### src/rtl/router_pkg.sv
// rtl/router_pkg.sv - shared packet/fragment geometry and RX state encodings
package router_pkg;

    localparam int DATA_WIDTH         = 1024;
    localparam int ADDR_WIDTH         = 10;
    localparam int PKT_WIDTH          = DATA_WIDTH + ADDR_WIDTH + 1 + 2*1 + 2*2;
    localparam int ROUTER_WIDTH       = 2;
    localparam int AURORA_WIDTH       = 256;
    localparam int HDR_WIDTH          = 9;
    localparam int FRAG_PAYLOAD_WIDTH = AURORA_WIDTH - HDR_WIDTH;
    localparam int NUM_FRAGS          = (PKT_WIDTH + FRAG_PAYLOAD_WIDTH - 1) / FRAG_PAYLOAD_WIDTH;

    // Fragments 0..NUM_FRAGS-2 are buffered; the last one lands straight in pkt_out.
    localparam int BUF_WIDTH       = (NUM_FRAGS - 1) * FRAG_PAYLOAD_WIDTH;
    localparam int LAST_FRAG_BITS  = PKT_WIDTH - BUF_WIDTH;

    localparam int SRC_LSB     = 0;
    localparam int DST_LSB     = 2;
    localparam int FNUM_LSB    = 4;
    localparam int TTL_LSB     = 7;
    localparam int PAYLOAD_LSB = 9;
    localparam int FNUM_WIDTH  = 3;
    localparam int TTL_WIDTH   = 2;

    typedef enum logic [1:0] {
        ST_IDLE    = 2'b00,
        ST_COLLECT = 2'b01
    } rx_state_e;

endpackage

### src/rtl/reassemble_pkt.sv
// rtl/reassemble_pkt.sv - rebuilds PKT_WIDTH-bit packets from 256-bit Aurora fragments
module reassemble_pkt
    import router_pkg::*;
#(
    parameter int TIMEOUT_CYCLES = 64
) (
    input  logic                    clk,
    input  logic                    rst_n,
    input  logic [AURORA_WIDTH-1:0] frag_in,
    input  logic                    frag_in_valid,
    input  logic [ROUTER_WIDTH-1:0] my_router,
    output logic [PKT_WIDTH-1:0]    pkt_out,
    output logic                    pkt_out_valid,
    output logic [ROUTER_WIDTH-1:0] pkt_src_router,
    output logic [1:0]              pkt_ttl,
    output logic                    frag_err,
    output logic                    busy
);

    localparam int                  CNT_W    = $clog2(TIMEOUT_CYCLES);
    localparam logic [CNT_W-1:0]    CNT_MAX  = CNT_W'(TIMEOUT_CYCLES - 1);
    localparam logic [FNUM_WIDTH-1:0] LAST_IDX = FNUM_WIDTH'(NUM_FRAGS - 1);

    logic [ROUTER_WIDTH-1:0]       hdr_src;
    logic [ROUTER_WIDTH-1:0]       hdr_dst;
    logic [FNUM_WIDTH-1:0]         hdr_fnum;
    logic [TTL_WIDTH-1:0]          hdr_ttl;
    logic [FRAG_PAYLOAD_WIDTH-1:0] hdr_payload;
    logic                          accept;

    assign hdr_src     = frag_in[SRC_LSB +: ROUTER_WIDTH];
    assign hdr_dst     = frag_in[DST_LSB +: ROUTER_WIDTH];
    assign hdr_fnum    = frag_in[FNUM_LSB +: FNUM_WIDTH];
    assign hdr_ttl     = frag_in[TTL_LSB +: TTL_WIDTH];
    assign hdr_payload = frag_in[PAYLOAD_LSB +: FRAG_PAYLOAD_WIDTH];
    assign accept      = frag_in_valid && (hdr_dst == my_router);

    rx_state_e                 state_q, state_d;
    logic [FNUM_WIDTH-1:0]     expect_q, expect_d;
    logic [BUF_WIDTH-1:0]      buf_q, buf_d;
    logic [CNT_W-1:0]          cnt_q, cnt_d;
    logic [ROUTER_WIDTH-1:0]   src_q, src_d;
    logic [TTL_WIDTH-1:0]      ttl_q, ttl_d;
    logic [PKT_WIDTH-1:0]      pkt_out_q, pkt_out_d;
    logic                      pkt_valid_q, pkt_valid_d;
    logic [ROUTER_WIDTH-1:0]   pkt_src_q, pkt_src_d;
    logic [TTL_WIDTH-1:0]      pkt_ttl_q, pkt_ttl_d;
    logic                      frag_err_q, frag_err_d;

    logic in_idle, in_collect;
    logic ev_idle_start, ev_idle_err;
    logic ev_restart, ev_match, ev_complete, ev_store, ev_bad, ev_timeout;
    logic ev_start;

    // Beat classification; every accepted beat falls into exactly one event.
    always_comb begin
        in_idle       = (state_q == ST_IDLE);
        in_collect    = (state_q == ST_COLLECT);
        ev_idle_start = in_idle && accept && (hdr_fnum == '0);
        ev_idle_err   = in_idle && accept && (hdr_fnum != '0);
        ev_restart    = in_collect && accept && (hdr_fnum == '0);
        ev_match      = in_collect && accept && (hdr_fnum != '0)
                        && (hdr_fnum == expect_q) && (hdr_src == src_q);
        ev_complete   = ev_match && (expect_q == LAST_IDX);
        ev_store      = ev_match && (expect_q != LAST_IDX);
        ev_bad        = in_collect && accept && (hdr_fnum != '0) && !ev_match;
        ev_timeout    = in_collect && !accept && (cnt_q == CNT_MAX);
        ev_start      = ev_idle_start || ev_restart;
    end

    always_ff @(posedge clk or negedge rst_n) begin
        if (!rst_n) begin
            state_q     <= ST_IDLE;
            expect_q    <= '0;
            buf_q       <= '0;
            cnt_q       <= '0;
            src_q       <= '0;
            ttl_q       <= '0;
            pkt_out_q   <= '0;
            pkt_valid_q <= 1'b0;
            pkt_src_q   <= '0;
            pkt_ttl_q   <= '0;
            frag_err_q  <= 1'b0;
        end else begin
            state_q     <= state_d;
            expect_q    <= expect_d;
            buf_q       <= buf_d;
            cnt_q       <= cnt_d;
            src_q       <= src_d;
            ttl_q       <= ttl_d;
            pkt_out_q   <= pkt_out_d;
            pkt_valid_q <= pkt_valid_d;
            pkt_src_q   <= pkt_src_d;
            pkt_ttl_q   <= pkt_ttl_d;
            frag_err_q  <= frag_err_d;
        end
    end

    always_comb begin
        state_d = state_q;
        case (state_q)
            ST_IDLE: begin
                if (ev_idle_start) begin
                    state_d = ST_COLLECT;
                end
            end
            ST_COLLECT: begin
                if (ev_complete || ev_bad || ev_timeout) begin
                    state_d = ST_IDLE;
                end
            end
            default: state_d = ST_IDLE;
        endcase
    end

    always_comb begin
        expect_d    = expect_q;
        buf_d       = buf_q;
        src_d       = src_q;
        ttl_d       = ttl_q;
        pkt_out_d   = pkt_out_q;
        pkt_src_d   = pkt_src_q;
        pkt_ttl_d   = pkt_ttl_q;
        pkt_valid_d = ev_complete;
        frag_err_d  = ev_idle_err || ev_restart || ev_bad || ev_timeout;

        // Timer only runs while collecting; any accepted beat restarts the gap.
        if (state_d == ST_COLLECT && in_collect && !accept) begin
            cnt_d = cnt_q + CNT_W'(1);
        end else begin
            cnt_d = '0;
        end

        if (ev_start) begin
            buf_d[0 +: FRAG_PAYLOAD_WIDTH] = hdr_payload;
            src_d    = hdr_src;
            ttl_d    = hdr_ttl;
            expect_d = FNUM_WIDTH'(1);
        end else if (ev_store) begin
            for (int i = 1; i < NUM_FRAGS - 1; i++) begin
                if (expect_q == FNUM_WIDTH'(i)) begin
                    buf_d[i*FRAG_PAYLOAD_WIDTH +: FRAG_PAYLOAD_WIDTH] = hdr_payload;
                end
            end
            expect_d = expect_q + FNUM_WIDTH'(1);
        end else if (state_d == ST_IDLE) begin
            expect_d = '0;
        end

        if (ev_complete) begin
            pkt_out_d = {hdr_payload[LAST_FRAG_BITS-1:0], buf_q};
            pkt_src_d = src_q;
            pkt_ttl_d = ttl_q;
        end
    end

    always_comb begin
        pkt_out        = pkt_out_q;
        pkt_out_valid  = pkt_valid_q;
        pkt_src_router = pkt_src_q;
        pkt_ttl        = pkt_ttl_q;
        frag_err       = frag_err_q;
        busy           = (state_q == ST_COLLECT);
    end

endmodule

### config.mk
export PLATFORM = sky130hd
export DESIGN_NAME = reassemble_pkt
export DESIGN_NICKNAME = d
export VERILOG_FILES = /design/src/rtl/router_pkg.sv /design/src/rtl/reassemble_pkt.sv
export SDC_FILE = /design/constraint.sdc
export NUM_CORES = 2
export LEC_CHECK = 0
export ABC_AREA = 1
export CAP_MARGIN = 5
export CELL_PAD_IN_SITES_DETAIL_PLACEMENT = 0
export CELL_PAD_IN_SITES_GLOBAL_PLACEMENT = 1
export CORE_AREA = 5 5 507 509
export CTS_CLUSTER_SIZE = 16
export DETAILED_ROUTE_END_ITERATION = 10
export DIE_AREA = 0 0 512 514
export PLACE_DENSITY = 0.64
export REMOVE_ABC_BUFFERS = 1
export SYNTH_ARGS = -nofsm -noshare
export SYNTH_HDL_FRONTEND = slang
export SYNTH_SLANG_ARGS = --single-unit
### constraint.sdc
create_clock -name clk -period 3.3 [get_ports clk]
set_clock_uncertainty 0.05 [all_clocks]
set_input_delay 0.66 -clock clk [delete_from_list [all_inputs] [get_ports clk]]
set_output_delay 0.66 -clock clk [all_outputs]
set_load 0.03 [all_outputs]
==> run_summary.xml <==
<?xml version="1.0" encoding="UTF-8"?>
<metrics>
  <group name="timing">
    <metric name="worst_slew_pin_tran" unit="ns">0.8637</metric>
    <metric name="finalWorstPathRequiredPeriod" unit="ns">2.908</metric>
    <metric name="period_share" unit="%">88.12</metric>
    <metric name="unrepaired_setup_endpoints_after_global_routing" unit="">no</metric>
    <metric name="max-slew-margin-rel" unit="%">42.42</metric>
    <metric name="fin_tns_setup" unit="ns">0</metric>
    <metric name="fmaxAchievable" unit="MHz">343.9</metric>
    <metric name="timing.final.setup_violations" unit="">0</metric>
    <metric name="hold_viol" unit="">0</metric>
    <metric name="finalMaxSlewViolations" unit="">0</metric>
  </group>
  <group name="floorplanning">
    <metric name="die_x" unit="um">512</metric>
    <metric name="die_area" unit="um^2">263200</metric>
    <metric name="start_util" unit="%">29.94</metric>
    <metric name="core" unit="um^2">252500</metric>
    <metric name="count_of_boundary_i_o_pins" unit="">1309</metric>
    <metric name="floorplan.rows" unit="">185</metric>
    <metric name="floorplan.die.height" unit="um">514</metric>
  </group>
  <group name="finish">
    <metric name="fin_area" unit="um^2">101300</metric>
    <metric name="layout_commonest_cell" unit="">nand2_1</metric>
    <metric name="nNetsFinal" unit="">9499</metric>
    <metric name="most-common-layout-cells" unit="">nand2_1 (3544), dfrtp_1 (2050), clkdlybuf4s50_1 (1306)</metric>
    <metric name="fin_util" unit="%">40.13</metric>
    <metric name="finish.cell_count_without_fillers" unit="">12795</metric>
    <metric name="drive_above_1_share" unit="%">6.393</metric>
    <metric name="area.growth.synth_to_final" unit="%">34.04</metric>
  </group>
  <group name="route">
    <metric name="routed_wire_length_per_instance" unit="um">20.78</metric>
    <metric name="postRouteAntennaNets" unit="">0</metric>
    <metric name="vias_per_cell" unit="">4.490</metric>
    <metric name="dr_total_vias" unit="">57445</metric>
    <metric name="drt_pass1_iterations" unit="">7</metric>
    <metric name="drc_errors" unit="">0</metric>
    <metric name="detail_route.wirelength" unit="um">265900</metric>
    <metric name="drt-initial-drc-count" unit="">4295</metric>
  </group>
  <group name="global_routing">
    <metric name="grt.overflow.total" unit="">0</metric>
    <metric name="grt_pass1_wl" unit="um">394900</metric>
    <metric name="initial_antenna_violation_count" unit="">32</metric>
    <metric name="grt_pass1_vias" unit="">57912</metric>
    <metric name="pin_count_of_the_biggest_net_entering_global_routing" unit="">145</metric>
    <metric name="gr-usage-all-layers" unit="%">19.74</metric>
  </group>
  <group name="yosys">
    <metric name="synth_top_flop_cell" unit="">dfrtp_1</metric>
    <metric name="synth_async_sr_flop_share" unit="%">100.0</metric>
    <metric name="synth_seq_cells" unit="">2050</metric>
    <metric name="syn_area_per_cell" unit="um^2">9.555</metric>
    <metric name="yosysUniqueCellTypes" unit="">26</metric>
    <metric name="synth-seq-area-share" unit="%">67.85</metric>
    <metric name="synth_edf_count" unit="">0</metric>
    <metric name="syn_area" unit="um^2">75610</metric>
    <metric name="syn-instance-count" unit="">7913</metric>
    <metric name="ys_warn_count" unit="">0</metric>
  </group>
  <group name="setup_path">
    <metric name="setup.worst_path.start_class" unit="">flip-flop</metric>
    <metric name="worst_setup_path_startpoint" unit="">state_q[1]$_DFF_PN0_</metric>
    <metric name="timing.critical_path.required" unit="ns">2.59</metric>
    <metric name="r2r_slack" unit="ns">0.70</metric>
    <metric name="critical_path_arrival" unit="ns">2.20</metric>
    <metric name="critical_path.endpoint" unit="">busy</metric>
    <metric name="timing.rr.start" unit="">expect_q[0]$_DFFE_PN0P_</metric>
    <metric name="r2r_path_end" unit="">pkt_out[750]$_DFFE_PN0P_</metric>
    <metric name="timing.critical_path.fanout_max" unit="">6</metric>
    <metric name="reg2reg_path_depth" unit="">8</metric>
    <metric name="critPathKind" unit="">reg -&gt; out</metric>
    <metric name="worstSetupEndpointType" unit="">primary output</metric>
  </group>
  <group name="clocking">
    <metric name="htree_num_levels" unit="">4</metric>
    <metric name="clock_sinks" unit="">2050</metric>
    <metric name="cts_buffer_depth" unit="">3</metric>
    <metric name="cts_tree" unit="">yes</metric>
    <metric name="clk-insertion-delay-late" unit="ns">0.88</metric>
    <metric name="clock-root-buffer" unit="">clkbuf_16</metric>
    <metric name="cts_inserted_buffers" unit="">219</metric>
    <metric name="post-cts-setup-buffers" unit="">0</metric>
    <metric name="path_clk_slew" unit="ns">0.06</metric>
  </group>
  <group name="outcome">
    <metric name="run_status" unit="">completed</metric>
  </group>
  <group name="placement">
    <metric name="dpl-instance-area" unit="um^2">93720</metric>
    <metric name="dp.cells" unit="">12376</metric>
    <metric name="routabilityCongestion" unit="">0.8566</metric>
    <metric name="detailedPlacementHpwl" unit="um">191900</metric>
    <metric name="place.port_buffers" unit="">1308</metric>
  </group>
  <group name="power_and_ir_drop">
    <metric name="vdd_drop_max" unit="uV">450.3</metric>
    <metric name="power.density" unit="nW/um^2">525.8</metric>
    <metric name="p_leak" unit="nW">50.19</metric>
  </group>
  <group name="hold_path">
    <metric name="hp_class" unit="">in -&gt; reg</metric>
  </group>
  <group name="run">
    <metric name="max_cap_viol_count" unit="">0</metric>
  </group>
</metrics>
==> where the power goes <==
part,leakage (nW),internal (mW),switching (mW)
registers,27.2,25.6,0.279
logic,19.3,0.615,1.14
clock network,3.72,15.0,10.6
==> metrics by stage <==
| stage | worst slack [ns] | power, mW | hold slack (ns) |
|---|---|---|---|
| 3_5_place_dp | 0.001252 | 28.20 | 0.3998 |
| 5_1_grt | 0.2009 | 55.34 | 0.2646 |
| 3_3_place_gp | 0.02464 | 28.15 | 0.3986 |
| 4_1_cts | 0.2058 | 54.04 | 0.2137 |
| 6_report | 0.3922 | 53.29 | 0.3148 |
| 2_1_floorplan | -62.50 | 26.84 | 0.3144 |
==> kinds of logic after synthesis <==
family | count (synthesis) | share of synthesized area [%]
AO/OA/AOI/OAI | 1301 | 8.616
XOR/XNOR | 5 | 0.05793
adder cells (fa/ha/maj) | 6 | 0.09929
buffers and inverters | 967 | 5.456
flip-flops | 2050 | 67.85
other | 1 | 0.004960
AND/OR/NAND/NOR | 3583 | 17.91
==> repair_timing <==
| action | 4_1_cts | 5_1_grt |
|---|---|---|
| endpoints found under the setup margin | 1 | 0 |
| hold buffers | 1 | 0 |
| resized for setup | 1 | 0 |
| endpoints found under the hold margin | 54 | 0 |
==> state kept, by name, summed over array words and instances (netlist names) <==
signal	cells
frag_err	1
pkt_out_valid	1
pkt_out	1041
expect_q	3
pkt_ttl	2
ttl_q	2
state_q	2
src_q	2
buf_q	988
cnt_q	6
pkt_src_router	2
==> critical path, stage by stage, from the launching register on <==
cell and delay [ns]:
dfrtp_1 0.39, nor2_2 0.30, dlygate4sd2_1 0.63
==> cell usage after synthesis, types with 2 or more instances <==
| cell type | count | share of area [%] |
|---|---|---|
| nand4_1 | 3 | 0.025 |
| inv_2 | 3 | 0.015 |
| o21ai_1 | 144 | 0.95 |
| ha_1 | 6 | 0.099 |
| xnor2_1 | 2 | 0.023 |
| buf_4 | 24 | 0.24 |
| buf_6 | 21 | 0.31 |
| nand2_1 | 3544 | 18 |
| dfrtp_1 | 2050 | 68 |
| nand4_4 | 2 | 0.056 |
| clkbuf_1 | 199 | 0.99 |
| inv_1 | 515 | 2.6 |
| nor2_1 | 15 | 0.074 |
| buf_2 | 198 | 1.3 |
| nand3_1 | 12 | 0.079 |
| xor2_1 | 3 | 0.035 |
| o21ai_0 | 1156 | 7.7 |
| or2_2 | 2 | 0.017 |
| buf_1 | 7 | 0.035 |
==> metal layers <==
metal | part of all wire (%) | up-vias | global-route usage, %
met4 | 3.2 | 12 | 6.191
met5 | 0.026 | - | 0
met3 | 7.6 | 343 | 6.108
met2 | 46 | 1576 | 31.44
li1 | - | 27232 | -
met1 | 43 | 28282 | 25.77
==> worst min path at each step <==
stage,start,endpoint,depth (start not counted)
finish,frag_in[39],buf_q[771]$_DFFE_PN0P_,3
global route,frag_in[25],buf_q[757]$_DFFE_PN0P_,3
CTS,frag_in[39],buf_q[771]$_DFFE_PN0P_,3
detailed placement,buf_q[628]$_DFFE_PN0P_,pkt_out[628]$_DFFE_PN0P_,2
global placement,buf_q[224]$_DFFE_PN0P_,pkt_out[224]$_DFFE_PN0P_,2
floorplan,rst_n,buf_q[0]$_DFFE_PN0P_,0
==> layout make-up <==
cell class | instances | area [um^2]
Tap cell | 3366 | 4212
Sequential cell | 2050 | 51300
Antenna cell | 13 | 32.53
Clock buffer | 335 | 6559
Timing Repair Buffer | 1547 | 16070
Fill cell | 24894 | 151200
Clock inverter | 70 | 1027
Multi-Input combinational cell | 4896 | 20190
Inverter | 518 | 1952
No activity file was read; power rests on OpenSTA's default activity.
